--- src/rtl/serial_pkg.sv ---
// serial_pkg: receiver state encoding and line-level constants shared with the transmitter side
package serial_pkg;
   typedef enum logic [1:0] {IDLE, DATA, PARITY, STOP} state_t;
   localparam logic START_BIT = 1'b0;
   localparam logic STOP_BIT = 1'b1;
endpackage

--- src/rtl/rx_shreg.sv ---
// rx_shreg: right-shift register, new bit enters at the MSB so an LSB-first stream lands in order
module rx_shreg #(
   parameter int W = 4
) (
   input  logic         clk,
   input  logic         clr,
   input  logic         shift,
   input  logic         din,
   output logic [W-1:0] q
);
   // shift in from the top on each enabled edge, clear has priority
   always_ff @(posedge clk)
      if (clr) q <= '0;
      else if (shift) q <= {din, q[W-1:1]};
endmodule

--- src/rtl/serial_rx.sv ---
// serial_rx: LSB-first framed serial receiver with optional even parity and stop-bit checking
module serial_rx import serial_pkg::*; #(
   parameter int DATA_W = 4,
   parameter int PARITY_EN = 1
) (
   input  logic              clk,
   input  logic              rst,
   input  logic              en,
   input  logic              sin,
   output logic [DATA_W-1:0] dout,
   output logic              valid,
   output logic              parity_err,
   output logic              frame_err,
   output logic              busy
);
   localparam int CW = DATA_W > 1 ? $clog2(DATA_W) : 1;
   localparam logic [CW-1:0] LAST = CW'(DATA_W - 1);
   state_t state;
   logic [CW-1:0] cnt;
   logic [DATA_W-1:0] sr;
   logic err_p;
   rx_shreg #(.W(DATA_W)) u_shreg (
      .clk(clk),
      .clr(rst),
      .shift(en && state == DATA),
      .din(sin),
      .q(sr)
   );
   assign busy = state != IDLE;
   // frame sequencing; pulses default low each cycle so they last exactly one cycle regardless of en
   always_ff @(posedge clk)
      if (rst) begin
         state <= IDLE;
         cnt <= '0;
         dout <= '0;
         err_p <= 1'b0;
         valid <= 1'b0;
         parity_err <= 1'b0;
         frame_err <= 1'b0;
      end else begin
         valid <= 1'b0;
         parity_err <= 1'b0;
         frame_err <= 1'b0;
         if (en)
            case (state)
               IDLE: if (sin == START_BIT) begin
                  state <= DATA;
                  cnt <= '0;
                  err_p <= 1'b0;
               end
               DATA: begin
                  cnt <= cnt == LAST ? '0 : cnt + 1'b1;
                  if (cnt == LAST) state <= PARITY_EN != 0 ? PARITY : STOP;
               end
               PARITY: begin
                  err_p <= ^{sr, sin};
                  state <= STOP;
               end
               STOP: begin
                  if (sin == STOP_BIT) begin
                     dout <= sr;
                     valid <= 1'b1;
                     parity_err <= PARITY_EN != 0 && err_p;
                  end else frame_err <= 1'b1;
                  state <= IDLE;
               end
               default: state <= IDLE;
            endcase
      end
endmodule

--- config.mk ---
export PLATFORM = sky130hd
export DESIGN_NAME = serial_rx
export DESIGN_NICKNAME = d
export VERILOG_FILES = /design/src/rtl/serial_pkg.sv /design/src/rtl/rx_shreg.sv /design/src/rtl/serial_rx.sv
export SDC_FILE = /design/constraint.sdc
export NUM_CORES = 1
export LEC_CHECK = 0
export ABC_AREA = 1
export ABC_CLOCK_PERIOD_IN_PS = 1200
export CORE_ASPECT_RATIO = 1.1
export CORE_MARGIN = 4
export CORE_UTILIZATION = 45
export DETAILED_ROUTE_END_ITERATION = 12
export HOLD_SLACK_MARGIN = 0.05
export PLACE_DENSITY = 0.73
export RECOVER_POWER = 100
export SYNTH_ARGS = -nofsm -noshare
export SYNTH_HDL_FRONTEND = slang
export SYNTH_SLANG_ARGS = --single-unit
--- constraint.sdc ---
create_clock -name clk -period 1.2 [get_ports clk]
set_clock_uncertainty 0.05 [all_clocks]
set_input_delay 0.12 -clock clk [delete_from_list [all_inputs] [get_ports clk]]
set_output_delay 0.12 -clock clk [all_outputs]
set_load 0.02 [all_outputs]
==> results.md <==
- Cell seen most often among critical-path stages: sky130_fd_sc_hd__nand2_2
- Data arrival time of the worst path: 1.45 ns
- Number of flip-flops and latches in the synthesized netlist: 16
- Worst min-delay path category: flop to flop
- Pwr per Cell Area: 1180 nW/um^2
- Post-Synthesis Cell Area: 769 sq um
- Worst slew pin tran: 0.379 ns
- Post-layout net count: 135
- Final estimated routing congestion in global placement: 0.751
- First-pass GRT wire length: 2820 microns
- Num CTS Buffers: 3
- Clock-pin slew of the registers on the worst-case setup and hold paths: 0.09 ns
- Floorplan die width: 47.4 microns
- Total die area: 2440 sq um
- Startpoint Class: flop
- Pre-Repair DR Iteration Count: 4
- Finished Core Util: 69.6%
- Half-perimeter wire length after detailed placement: 1150 microns
- IR drop worst, VDD: 0.807 mV
- Post-synthesis instance total: 99
- Cell family contributing the most delay on the critical path: flip-flops
- Worst setup slack after layout: -0.118 ns
- Core area: 1600 sq um
- Number of DRC markers in iteration 0: 6
- Beginning of the worst hold path: dout[1]
- Headroom to the max-slew limit: 74.7%
- Height of the die: 51.4 microns
- Critical-path maximum fanout: 4
- Pin count of the biggest net entering global routing: 13
- Top-Level Pins: 12
- Clock buffer depth: 2
- DR vias: 703
- Commonest non-fill, non-tap cell in the layout: sky130_fd_sc_hd__dfxtp_1
- Number of library cell types mapped by synthesis: 17
- Final Hold Vio Count: 0
- Hold bufs inserted after CTS: 0
- Clock tree from TritonCTS: done
- Maximum Capacitance Violations: 0
- Port buffer count: 11
- Reg2Reg Capture Point: cnt[1]
- Required time of the critical path: 1.33 ns
- Leakage power total: 0.490 nW
- Min Clock Period, post-route: 1.32 ns
- Remaining global-route overflow: 0
- Final number of setup-violating endpoints: 14
- Number of routed nets with antenna violations: 0
- Setup crit end kind: flop
- Status: finished, violations left
- N_diodes: 0
- Max-slew violation count: 0
- CTS Root Cell: sky130_fd_sc_hd__clkbuf_4
- Number of synthesis warnings: 0
- Antenna violations before repair: 0
- Delay contributed by the slowest stage of the critical path: 0.34 ns
- Number of buffers and inverters on the critical path: 3
- End of the worst hold path: dout[1]
- Levels on crit path: 9
- Sequential area share after synthesis: 41.6%
- Part of the cycle the worst path needs: 110%
- Cell count of the worst reg-to-reg path: 9
- Achievable Freq: 0.759 GHz
- Cell Chain, Critical Path: inv_2 > buf_4 > ha_4 > nand2_2 > nand2_2 > nor2_4 > inv_1 > nand2_1 > a21oi_2
- Number of remaining DRC errors: 0
- Syn-to-layout area delta: 44.2%
- Number of global-route vias before repair: 675
- GRT Overall Usage: 16.0%
- Vias per cell: 5.06
- Share of post-route cells with drive strength above 1: 32.8%
- Hold Path Cell Cnt: 2
- Worst setup path category: flop to flop
- Clock latency at the later pin of the worst-skew pair: 0.28 ns
- Most frequent cells in the layout: sky130_fd_sc_hd__dfxtp_1 (14), sky130_fd_sc_hd__inv_1 (12), sky130_fd_sc_hd__nand2_1 (12)
- RR Startpoint: state[0]
- Critical-path cell with the highest stage delay: sky130_fd_sc_hd__dfxtp_2
- Maximum level of the CTS H-tree: 1
- Final routed wirelength across all metal layers: 1640 microns
- Average wire length per cell after detail routing: 11.8 microns
- Starting density of the core: 48.2%
- Number of nets produced by synthesis: 110
- Standard cell area after detailed placement: 955 sq um
- Synth Area per Inst: 7.77 sq um
- Unrepaired setup endpoints after global routing: true
- Design Area, Final: 1110 sq um
- Register-to-Register Setup Slack: -0.12 ns
- Placement row count: 15
- CTS sink count: 16
- Failing checks: setup timing
worst register-to-register path, delay by kind of cell (launching register included):
| kind | cells | cell delay [ns] |
|---|---|---|
| flip-flops | 1 | 0.34 |
| adder cells (fa/ha/maj) | 1 | 0.17 |
| buffers and inverters | 3 | 0.26 |
| AND/OR/NAND/NOR | 4 | 0.34 |
| AO/OA/AOI/OAI | 1 | 0.05 |
where the power goes:
group	leakage [nW]	switching (W)	internal, W
Clock	0.0138	0.000160	0.000116
Combinational	0.346	0.000230	0.000207
Sequential	0.131	0.0000282	0.000565
Total	0.490	0.000418	0.000889
kinds of logic (layout without fill, tap and decap cells):
kind of cell,after synthesis,in the layout,synth area share (%)
xor+xnor,2,2,2.28
flops,16,16,41.6
simple gates,35,35,19.8
fa+ha+maj,7,7,11.4
compound gates,23,23,15.9
buf+inv,16,39,8.94
synth_stat cells (all sizes together):
master / count / area, sq um
buf: 2 / 16.3
dfxtp: 16 / 320
nor3: 1 / 5.00
a211oi: 1 / 7.51
nor2: 7 / 28.8
xor2: 1 / 8.76
xnor2: 1 / 8.76
nand2: 17 / 63.8
inv: 14 / 52.6
o21ai: 11 / 55.1
ha: 7 / 87.6
a21oi: 10 / 50.1
o211a: 1 / 10.0
nand3: 10 / 55.1
flip-flops by register name, indices dropped and copies added, names as in the netlist:
name	count
cnt	2
dout	4
err_p	1
frame_err	1
parity_err	1
state	2
u_shreg.q	4
valid	1
metal layers:
layer  up-vias  track usage, %  part of all wire (%)
li1        371               -                     -
met1       313            19.1                    42
met2        15            25.9                    52
met3         4            3.17                   4.9
met4         0            8.29                   1.7
met5         -               0                     0
worst max path at each step:
stage	from	to	slack (ns)
floorplan	state[0]	cnt[0]	0.01
global placement	sin	cnt[0]	-0.20
detailed placement	sin	cnt[0]	-0.21
CTS	state[1]	busy	-0.16
global route	state[0]	cnt[1]	-0.18
finish	state[0]	cnt[1]	-0.12
repair_timing:
action                                  4_1_cts  5_1_grt
pin swaps                                     8        3
setup buffers                                 0        2
endpoints found under the setup margin       19       15
gates resized for setup                      38       11
area by class of cell:
class	instances	area [sq um]
clock buffers	3	22.5
fillers	129	485
inverters	14	52.6
multi-input cells	67	505
flip-flops and latches	16	323
well taps	17	21.3
repair buffers	22	185
stage by stage:
stage	TNS (ns)	hold WS (ns)	power, W	cells	setup slack [ns]
final	-0.540	0.396	0.00131	139	-0.118
after global placement	-2.23	0.383	0.000895	134	-0.198
after detailed placement	-2.65	0.389	0.000905	134	-0.211
after floorplan	0	0.139	0.000782	99	0.0110
after CTS	-0.368	0.401	0.00126	137	-0.159
after global routing	-1.71	0.419	0.00140	139	-0.184
No activity file was read; power rests on OpenSTA's default activity.
